File: src/rtl/add16_seq_pkg.sv
// Shared types and default constants for the sequential slice adder.
package add16_seq_pkg;

  localparam int WIDTH_DEF = 16;
  localparam int SLICE_DEF = 4;

  typedef enum logic [1:0] {
    IDLE = 2'd0,
    RUN  = 2'd1,
    DONE = 2'd2
  } state_t;

  typedef logic req_id_t;

  localparam req_id_t REQ0 = 1'b0;
  localparam req_id_t REQ1 = 1'b1;

endpackage

File: src/rtl/add16_seq_if.sv
// Two-requester operand/result bus of the sequential adder.
interface add16_seq_if
  import add16_seq_pkg::*;
#(
  parameter int WIDTH = WIDTH_DEF
);

  logic             req0;
  logic             req1;
  logic [WIDTH-1:0] a0;
  logic [WIDTH-1:0] b0;
  logic [WIDTH-1:0] a1;
  logic [WIDTH-1:0] b1;
  logic             cin0;
  logic             cin1;
  logic             ack0;
  logic             ack1;
  logic             busy;
  logic             done;
  req_id_t          done_id;
  logic [WIDTH-1:0] sum;
  logic             cout;

  modport slave (
    input  req0, req1, a0, b0, a1, b1, cin0, cin1,
    output ack0, ack1, busy, done, done_id, sum, cout
  );

  modport master (
    output req0, req1, a0, b0, a1, b1, cin0, cin1,
    input  ack0, ack1, busy, done, done_id, sum, cout
  );

endinterface

File: src/rtl/cpa4_slice.sv
// W-bit ripple-carry adder slice made of one full-adder cell per bit.
module cpa4_slice #(
  parameter int W = 4
) (
  input  logic [W-1:0] a,
  input  logic [W-1:0] b,
  input  logic         c_in,
  output logic [W-1:0] s,
  output logic         c_out
);

  logic [W:0] c;

  assign c[0] = c_in;

  for (genvar i = 0; i < W; i++) begin : g_fa
    assign s[i]   = a[i] ^ b[i] ^ c[i];
    assign c[i+1] = (a[i] & b[i]) | (c[i] & (a[i] ^ b[i]));
  end

  assign c_out = c[W];

endmodule

File: src/rtl/add16_seq.sv
// Round-robin two-requester adder that sums one SLICE-bit slice per cycle.
//
// state | meaning
// IDLE  | waiting for a request; arbitrates and captures operands
// RUN   | adding slice cnt into the accumulator, carry kept between cycles
// DONE  | result on sum/cout, done pulses for one cycle
module add16_seq
  import add16_seq_pkg::*;
#(
  parameter int WIDTH = WIDTH_DEF,
  parameter int SLICE = SLICE_DEF
) (
  input logic         clk,
  input logic         rst_n,
  add16_seq_if.slave  bus
);

  localparam int NSL = WIDTH / SLICE;
  localparam int CW  = (NSL > 1) ? $clog2(NSL) : 1;

  state_t           state_q, state_d;
  logic [WIDTH-1:0] a_q, b_q, acc_q, acc_d, sum_q;
  logic             carry_q, cout_q, ack0_q, ack1_q;
  req_id_t          gnt_q, gnt_d, last_q, done_id_q;
  logic [CW-1:0]    cnt_q;
  logic [SLICE-1:0] sl_a, sl_b, sl_s;
  logic             sl_c;
  logic             start, last_slice, busy, done;

  assign start      = (state_q == IDLE) && (bus.req0 || bus.req1);
  assign last_slice = (cnt_q == CW'(NSL - 1));

  // On a tie the requester that was not served last wins.
  always_comb begin
    gnt_d = REQ0;
    if (bus.req0 && bus.req1) gnt_d = ~last_q;
    else if (bus.req1)        gnt_d = REQ1;
  end

  assign sl_a = a_q[int'(cnt_q) * SLICE +: SLICE];
  assign sl_b = b_q[int'(cnt_q) * SLICE +: SLICE];

  cpa4_slice #(.W(SLICE)) u_slice (
    .a     (sl_a),
    .b     (sl_b),
    .c_in  (carry_q),
    .s     (sl_s),
    .c_out (sl_c)
  );

  always_comb begin
    acc_d = acc_q;
    acc_d[int'(cnt_q) * SLICE +: SLICE] = sl_s;
  end

  always_ff @(posedge clk or negedge rst_n) begin
    if (!rst_n) state_q <= IDLE;
    else        state_q <= state_d;
  end

  always_comb begin
    state_d = state_q;
    case (state_q)
      IDLE:    if (start) state_d = RUN;
      RUN:     if (last_slice) state_d = DONE;
      DONE:    state_d = IDLE;
      default: state_d = IDLE;
    endcase
  end

  always_comb begin
    busy = (state_q != IDLE);
    done = (state_q == DONE);
  end

  always_ff @(posedge clk or negedge rst_n) begin
    if (!rst_n) begin
      a_q       <= '0;
      b_q       <= '0;
      acc_q     <= '0;
      sum_q     <= '0;
      carry_q   <= 1'b0;
      cout_q    <= 1'b0;
      ack0_q    <= 1'b0;
      ack1_q    <= 1'b0;
      cnt_q     <= '0;
      gnt_q     <= REQ0;
      done_id_q <= REQ0;
      last_q    <= REQ1;
    end else begin
      ack0_q <= 1'b0;
      ack1_q <= 1'b0;
      case (state_q)
        IDLE: if (start) begin
          gnt_q   <= gnt_d;
          last_q  <= gnt_d;
          a_q     <= (gnt_d == REQ1) ? bus.a1 : bus.a0;
          b_q     <= (gnt_d == REQ1) ? bus.b1 : bus.b0;
          carry_q <= (gnt_d == REQ1) ? bus.cin1 : bus.cin0;
          cnt_q   <= '0;
          ack0_q  <= (gnt_d == REQ0);
          ack1_q  <= (gnt_d == REQ1);
        end
        RUN: begin
          acc_q   <= acc_d;
          carry_q <= sl_c;
          cnt_q   <= cnt_q + CW'(1);
          // Final slice: publish the merged accumulator so sum never shows partials.
          if (last_slice) begin
            sum_q     <= acc_d;
            cout_q    <= sl_c;
            done_id_q <= gnt_q;
          end
        end
        default: ;
      endcase
    end
  end

  assign bus.ack0    = ack0_q;
  assign bus.ack1    = ack1_q;
  assign bus.busy    = busy;
  assign bus.done    = done;
  assign bus.done_id = done_id_q;
  assign bus.sum     = sum_q;
  assign bus.cout    = cout_q;

endmodule

File: src/flat_wrapper.sv
// flat-port wrapper written by rule: the top's interface ports become plain ports
module add16_seq_flat import add16_seq_pkg::*;
#(
  parameter int WIDTH = WIDTH_DEF,
  parameter int SLICE = SLICE_DEF
)
  (clk, rst_n, bus_req0, bus_req1, bus_a0, bus_b0, bus_a1, bus_b1, bus_cin0, bus_cin1, bus_ack0, bus_ack1, bus_busy, bus_done, bus_done_id, bus_sum, bus_cout);
  add16_seq_if #(.WIDTH(WIDTH)) bus_i ();
  input logic clk;
  input logic rst_n;
  input wire logic [$bits(bus_i.req0)-1:0] bus_req0;
  input wire logic [$bits(bus_i.req1)-1:0] bus_req1;
  input wire logic [$bits(bus_i.a0)-1:0] bus_a0;
  input wire logic [$bits(bus_i.b0)-1:0] bus_b0;
  input wire logic [$bits(bus_i.a1)-1:0] bus_a1;
  input wire logic [$bits(bus_i.b1)-1:0] bus_b1;
  input wire logic [$bits(bus_i.cin0)-1:0] bus_cin0;
  input wire logic [$bits(bus_i.cin1)-1:0] bus_cin1;
  output wire logic [$bits(bus_i.ack0)-1:0] bus_ack0;
  output wire logic [$bits(bus_i.ack1)-1:0] bus_ack1;
  output wire logic [$bits(bus_i.busy)-1:0] bus_busy;
  output wire logic [$bits(bus_i.done)-1:0] bus_done;
  output wire logic [$bits(bus_i.done_id)-1:0] bus_done_id;
  output wire logic [$bits(bus_i.sum)-1:0] bus_sum;
  output wire logic [$bits(bus_i.cout)-1:0] bus_cout;
  assign bus_i.req0 = bus_req0;
  assign bus_i.req1 = bus_req1;
  assign bus_i.a0 = bus_a0;
  assign bus_i.b0 = bus_b0;
  assign bus_i.a1 = bus_a1;
  assign bus_i.b1 = bus_b1;
  assign bus_i.cin0 = bus_cin0;
  assign bus_i.cin1 = bus_cin1;
  assign bus_ack0 = bus_i.ack0;
  assign bus_ack1 = bus_i.ack1;
  assign bus_busy = bus_i.busy;
  assign bus_done = bus_i.done;
  assign bus_done_id = bus_i.done_id;
  assign bus_sum = bus_i.sum;
  assign bus_cout = bus_i.cout;
  add16_seq #(.WIDTH(WIDTH), .SLICE(SLICE)) u_core (.clk(clk), .rst_n(rst_n), .bus(bus_i));
endmodule
File: config.mk
export PLATFORM = sky130hd
export DESIGN_NAME = add16_seq_flat
export DESIGN_NICKNAME = d
export VERILOG_FILES = /design/src/rtl/add16_seq_pkg.sv /design/src/rtl/add16_seq_if.sv /design/src/rtl/cpa4_slice.sv /design/src/rtl/add16_seq.sv /design/src/flat_wrapper.sv
export SDC_FILE = /design/constraint.sdc
export NUM_CORES = 1
export LEC_CHECK = 0
export CORE_MARGIN = 2
export CORE_UTILIZATION = 40
export CTS_BUF_LIST = sky130_fd_sc_hd__clkbuf_8
export DETAILED_ROUTE_END_ITERATION = 16
export GPL_TIMING_DRIVEN = 0
export PLACE_DENSITY = 0.75
export SLEW_MARGIN = 20
export SYNTH_ARGS = -nofsm -noshare
export SYNTH_HDL_FRONTEND = slang
export SYNTH_HIERARCHICAL = 1
export SYNTH_SLANG_ARGS = --single-unit
File: constraint.sdc
create_clock -name clk -period 4.3 [get_ports clk]
set_clock_uncertainty 0.05 [all_clocks]
set_input_delay 0.86 -clock clk [delete_from_list [all_inputs] [get_ports clk]]
set_output_delay 0.86 -clock clk [all_outputs]
set_load 0.1 [all_outputs]
After elaboration in Yosys (flattened, before gate mapping)
Cells that the tools add are included.
Word-level totals
  input port bits: 70
  output and inout port bits: 22
  register bits after elaboration: 75
Cells by class
  bitwise operators: 22
  multiplexer cells: 17
  shift-type cells: 4
  reductions and logical operators: 10
  add/subtract/negate cells: 2
  equality and inequality tests: 5
Operator list (number)
  4-bit negation with 33-bit output: 1
  4-bit by 33-bit variable shift with 16-bit output, first input constant: 1
  4-bit by 33-bit indexed part select with 16-bit output: 1
  16-bit 2-to-1 mux: 2
  16-bit by 5-bit indexed part select with 4-bit output: 2
  16-bit bitwise mux: 1
  1-bit AND: 8
  1-bit 2-to-1 mux: 8
  2-bit case mux with 2 select lines: 2
  2-bit AND reduction: 4
  1-bit bitwise XOR: 8
  2-bit 2-to-1 mux: 3
  2-bit == test, second input constant: 2
  2-bit by 1-bit inequality test with 1-bit output, second input constant: 2
  1-bit bitwise OR: 4
  2-bit nonzero test: 2
  2-bit by 1-bit adder with 2-bit output, second input constant: 1
  2-bit by 1-bit == test with 1-bit output, second input constant: 1
  1-bit logical AND: 2
  2-bit zero test: 1
  1-bit inverter: 2
  1-bit case mux with 2 select lines: 1
  1-bit logical OR: 1

Logic depth before layout (Yosys ltp)
  depth in word-level cells: 11
  mapped depth: 12
  gate-level depth less buffers: 11

Cells and area by module
The synthesis kept the hierarchy.
By module, submodules not included
  add16_seq: area each 3380.7 sq um, cells an instance 287, instances 1
  cpa4_slice: area each 117.6 sq um, cells an instance 14, instances 1

Worst setup path after synthesis
Ideal clock, no wire load.
  path type: flip-flop to flip-flop
  start: register u_core.cnt_q[0]
  end: register u_core.sum_q[7] (netlist: u_core/bus.sum[7])
  buffers on the path: 1
  cell stages (with the launch flop): 13
  arrival: 3.074 ns
  setup slack: 1.094 ns
  period minus slack after synthesis: 3.206 ns
  required time: 4.168 ns
  cells stage by stage: dfrtp_1 buf_2 mux4_2 fa_1 inv_1 fa_1 inv_1 fa_1 inv_1 fa_1 inv_1 nand4_1 a31oi_1
On the way
  word-level cells in the longest chain between the ends: 11
  elaborated cells on any way between the ends: 25
  classes of those cells: 1 x add/sub; 1 x eq/ne; 4 x shift; 1 x mux; 17 x bitwise; 1 x reduce/logical
RTL lines
  from (decl): RTL line add16_seq.sv:25  | logic [CW-1:0] cnt_q;
  from (signal assigned): RTL line add16_seq.sv:107  | cnt_q <= cnt_q + CW'(1);
  16-bit by 5-bit indexed part select with 4-bit output (*): RTL line add16_seq.sv:40  | assign sl_a = a_q[int'(cnt_q) * SLICE +: SLICE];
  net u_core.sl_a[0]: RTL line add16_seq.sv:26  | logic [SLICE-1:0] sl_a, sl_b, sl_s;
  1-bit bitwise XOR: RTL line cpa4_slice.sv:18  | assign c[i+1] = (a[i] & b[i]) | (c[i] & (a[i] ^ b[i]));
  1-bit AND: RTL line cpa4_slice.sv:18
  1-bit bitwise OR (*): RTL line cpa4_slice.sv:18
  1-bit AND (*): RTL line cpa4_slice.sv:18
  1-bit bitwise OR (*): RTL line cpa4_slice.sv:18
  1-bit AND (*): RTL line cpa4_slice.sv:18
  1-bit bitwise OR (*): RTL line cpa4_slice.sv:18
  1-bit bitwise XOR (*): RTL line cpa4_slice.sv:17  | assign s[i] = a[i] ^ b[i] ^ c[i];
  net u_core.sl_s[3]: RTL line add16_seq.sv:26
  4-bit by 33-bit indexed part select with 16-bit output (*): RTL line add16_seq.sv:53  | acc_d[int'(cnt_q) * SLICE +: SLICE] = sl_s;
  16-bit bitwise mux (*): RTL line add16_seq.sv:53
  to (signal assigned): RTL line add16_seq.sv:81  | sum_q <= '0;
  to (signal assigned): RTL line add16_seq.sv:110  | sum_q <= acc_d;
  to (decl): RTL line add16_seq.sv:22  | logic [WIDTH-1:0] a_q, b_q, acc_q, acc_d, sum_q;
The timed path passes the listed nets; every way through them passes the cells marked *.
A chain may end at the register's enable or synchronous reset.

Worst setup path after layout
Ends and elaborated chain as after synthesis.

==> flow_metrics.env <==
export IMPL_status="finished clean"
export IMPL_wl_met1_mm=3.725
export IMPL_avgSynthCellArea_um2=11.62
export IMPL_instances_no_fill=517
export IMPL_dieArea_um2=9510
export IMPL_mostFrequentLayoutCells="clkdlybuf4s50_1 (90), dfrtp_1 (70), a221o_1 (32)"
export IMPL_die_y_um=97.52
export IMPL_clock_sinks=71
export IMPL_start_util_pct=40.71
export IMPL_ys_seq_area_share_pct=50.82
export IMPL_synthFlopType="dfrtp_1"
export IMPL_clk_latency_ns=0.35
export IMPL_power_density_nw_per_um2=851.0
export IMPL_fin_crit_sh_pct=81.84
export IMPL_first_pass_iters=4
export IMPL_required_ns=4.52
export IMPL_grt_pass1_vias=2863
export IMPL_die_w_um=97.52
export IMPL_h_tree_depth=3
export IMPL_fp_coreArea_um2=8593
export IMPL_final_common_cell="clkdlybuf4s50_1"
export IMPL_rsz0062_at_grt="false"
export IMPL_worstSetupPathType="flip-flop to flip-flop"
export IMPL_placedCellCount=501
export IMPL_num_antenna_cells=0
export IMPL_fin_crit_ns=3.519
export IMPL_crit_path_end_kind="flip-flop"
export IMPL_antenna_found_initial=0
export IMPL_min_delay_path_class="input port to async pin"
export IMPL_portBuffers=91
export IMPL_vias_per_cell=5.389
export IMPL_p_leak_nw=2.040
export IMPL_dr_first_iter_drc_count=113
export IMPL_fp_row_count=34
export IMPL_vias=2786
export IMPL_async_flop_share_pct=100.0
export IMPL_routed_top_layer="met4"
export IMPL_drv_slew=0
export IMPL_cts_tree="yes"
export IMPL_cp_arrival_ns=3.74
export IMPL_wl_met2_mm=4.032
export IMPL_cts_max_path_buffers=2
export IMPL_drive_above_1_share_pct=9.535
export IMPL_grt_pass1_wl_mm=13.79
export IMPL_gp_congestion=0.8154
export IMPL_syn_nets=380
export IMPL_grt_ovfl_total=0
export IMPL_crit_chain="buf_2 > mux4_2 > fa_1 > inv_1 > fa_1 > inv_1 > fa_1 > inv_1 > fa_1 > inv_1 > nand4_1 > a31oi_1"
export IMPL_grt_max_degree=61
export IMPL_max_freq_ghz=0.2842
export IMPL_cp_top_family="adder cells"
export IMPL_synth_edf_count=0
export IMPL_worstMarginPinSlew_ns=0.9767
export IMPL_cap_violations=0
export IMPL_synth_area_um2=3498
export IMPL_areaGrowthSynthToFinish_pct=36.05
export IMPL_cts_resized_gates=0
export IMPL_startpoint_type="flip-flop"
export IMPL_post_cts_buffers=0
export IMPL_critPathMaxStageDelay_ns=0.57
export IMPL_setup_viol=0
export IMPL_nets=483
export IMPL_drt_wl_total_mm=8.420
export IMPL_peakVddDrop_mv=0.3154
export IMPL_finalPower_mw=4.050
export IMPL_cts_hold_buf=0
export IMPL_ios=92
export IMPL_grt_use_total_pct=18.31
export IMPL_syn_inst=301
export IMPL_clk_pin_slew_ns=0.07
export IMPL_cp_max_fo=10
export IMPL_cts_buffers=9
export IMPL_drc=0
export IMPL_path_buf_inv=5
export IMPL_synth_ff_latch_count=71
export IMPL_ys_warnings_count=6
export IMPL_slew_headroom_pct=34.68
export IMPL_dp_hpwl_mm=6.388
export IMPL_wl_met3_um=485
export IMPL_ys_types=40
export IMPL_wire_per_inst_um=16.29
export IMPL_ant_nets=0
export IMPL_slowest_stage="mux4_2"
export IMPL_cts_root_buf="clkbuf_8"
export IMPL_finalSetupTns_ns=0
export IMPL_hold_violations=0
## worst reg2reg max path: stages (launching register included)
cell,delay [ns]
dfrtp_1,0.41
buf_2,0.34
mux4_2,0.57
fa_1,0.42
inv_1,0.07
fa_1,0.15
inv_1,0.05
fa_1,0.35
inv_1,0.07
fa_1,0.40
inv_1,0.23
nand4_1,0.15
a31oi_1,0.18
## routing by layer
layer | GRT usage [%] | vias up
met3 | 3.741 | 18
met4 | 7.692 | 0
met5 | 0 | -
met1 | 23.81 | 1336
met2 | 29.92 | 104
li1 | - | 1328
## power breakdown
part	switching, mW	total [mW]	internal [mW]
logic	1.55	2.40	0.848
registers	0.167	1.14	0.969
clock network	0.242	0.518	0.277
total	1.96	4.05	2.09
## kinds of logic (layout without fill, tap and decap cells)
family	after synthesis	count (layout)	share of synthesized area (%)
AOI/OAI and AO/OA	103	103	23.89
adders and majority gates	9	9	4.077
buffers and inverters	39	147	5.508
DFF	71	71	50.82
muxes	12	12	6.295
and+or+nand+nor	67	67	9.407
## flip-flops by register name, summed over array words and instances (netlist names)
register and count:
u_core/bus.sum 16, u_core/cnt_q 2, u_core/bus.ack0 1, u_core/bus.ack1 1
u_core/bus.done_id 1, u_core/carry_q 1, u_core/gnt_q 1, u_core/a_q 16
u_core/last_q 1, u_core/acc_q 12, u_core/state_q 2, u_core/bus.cout 1
u_core/b_q 16
## cells in the mapped netlist, types with 2 or more instances
| cell type | instances | area [um^2] |
|---|---|---|
| a21o_1 | 2 | 15.01 |
| nor4bb_1 | 2 | 20.02 |
| ha_1 | 5 | 62.56 |
| nand3_1 | 2 | 10.01 |
| a21boi_1 | 4 | 30.03 |
| a32oi_1 | 3 | 26.28 |
| fa_1 | 4 | 80.08 |
| buf_6 | 5 | 56.30 |
| dfrtp_1 | 70 | 1752 |
| nand2b_1 | 3 | 18.77 |
| a221oi_1 | 4 | 35.03 |
| clkbuf_1 | 10 | 37.54 |
| nand2_1 | 30 | 112.6 |
| mux2i_1 | 4 | 40.04 |
| a211oi_1 | 2 | 15.01 |
| a32o_1 | 4 | 40.04 |
| nor2b_1 | 6 | 37.54 |
| o2bb2ai_1 | 4 | 35.03 |
| inv_1 | 16 | 60.06 |
| buf_2 | 7 | 35.03 |
| nor2_1 | 14 | 52.55 |
| o21ai_0 | 13 | 65.06 |
| a221o_1 | 32 | 320.3 |
| nand3b_1 | 2 | 15.01 |
| mux4_2 | 8 | 180.2 |
| a21oi_1 | 3 | 15.01 |
| a21boi_0 | 29 | 217.7 |
## layout make-up
cell class	instances	area, um^2
fill	775	3834
sequential	71	1778
multi-input combinational	191	1528
timing repair buffer	92	935.9
clock buffer	10	137.6
tap	108	135.1
buffer	23	132.6
inverter	16	60.06
clock inverter	6	52.55
## worst paths after layout
path	startpoint	to	slack, ns	depth (start not counted)
min reg2reg	u_core/gnt_q	u_core/gnt_q	0.43	1
min in group clk	u_core/gnt_q	u_core/gnt_q	0.43	1
max reg2reg	u_core/cnt_q[0]	u_core/bus.sum[7]	0.78	12
max	u_core/cnt_q[0]	u_core/bus.sum[7]	0.78	12
min	rst_n	u_core/bus.sum[6]	0.30	1
max in group asynchronous	rst_n	u_core/last_q	3.34	2
## stage by stage
| stage | util (%) | setup WS, ns | hold WS (ns) | cell area (um^2) |
|---|---|---|---|---|
| floorplan | - | 1.094 | 0.3895 | 3498 |
| global placement | 52.88 | 0.003695 | 0.4076 | 4544 |
| detailed placement | 53.17 | 0.7730 | 0.4168 | 4569 |
| CTS | 55.39 | 0.7416 | 0.2946 | 4760 |
| global route | 55.39 | 0.5753 | 0.2985 | 4760 |
| finish | 55.39 | 0.7808 | 0.3025 | 4760 |
No activity file was read; power rests on OpenSTA's default activity.
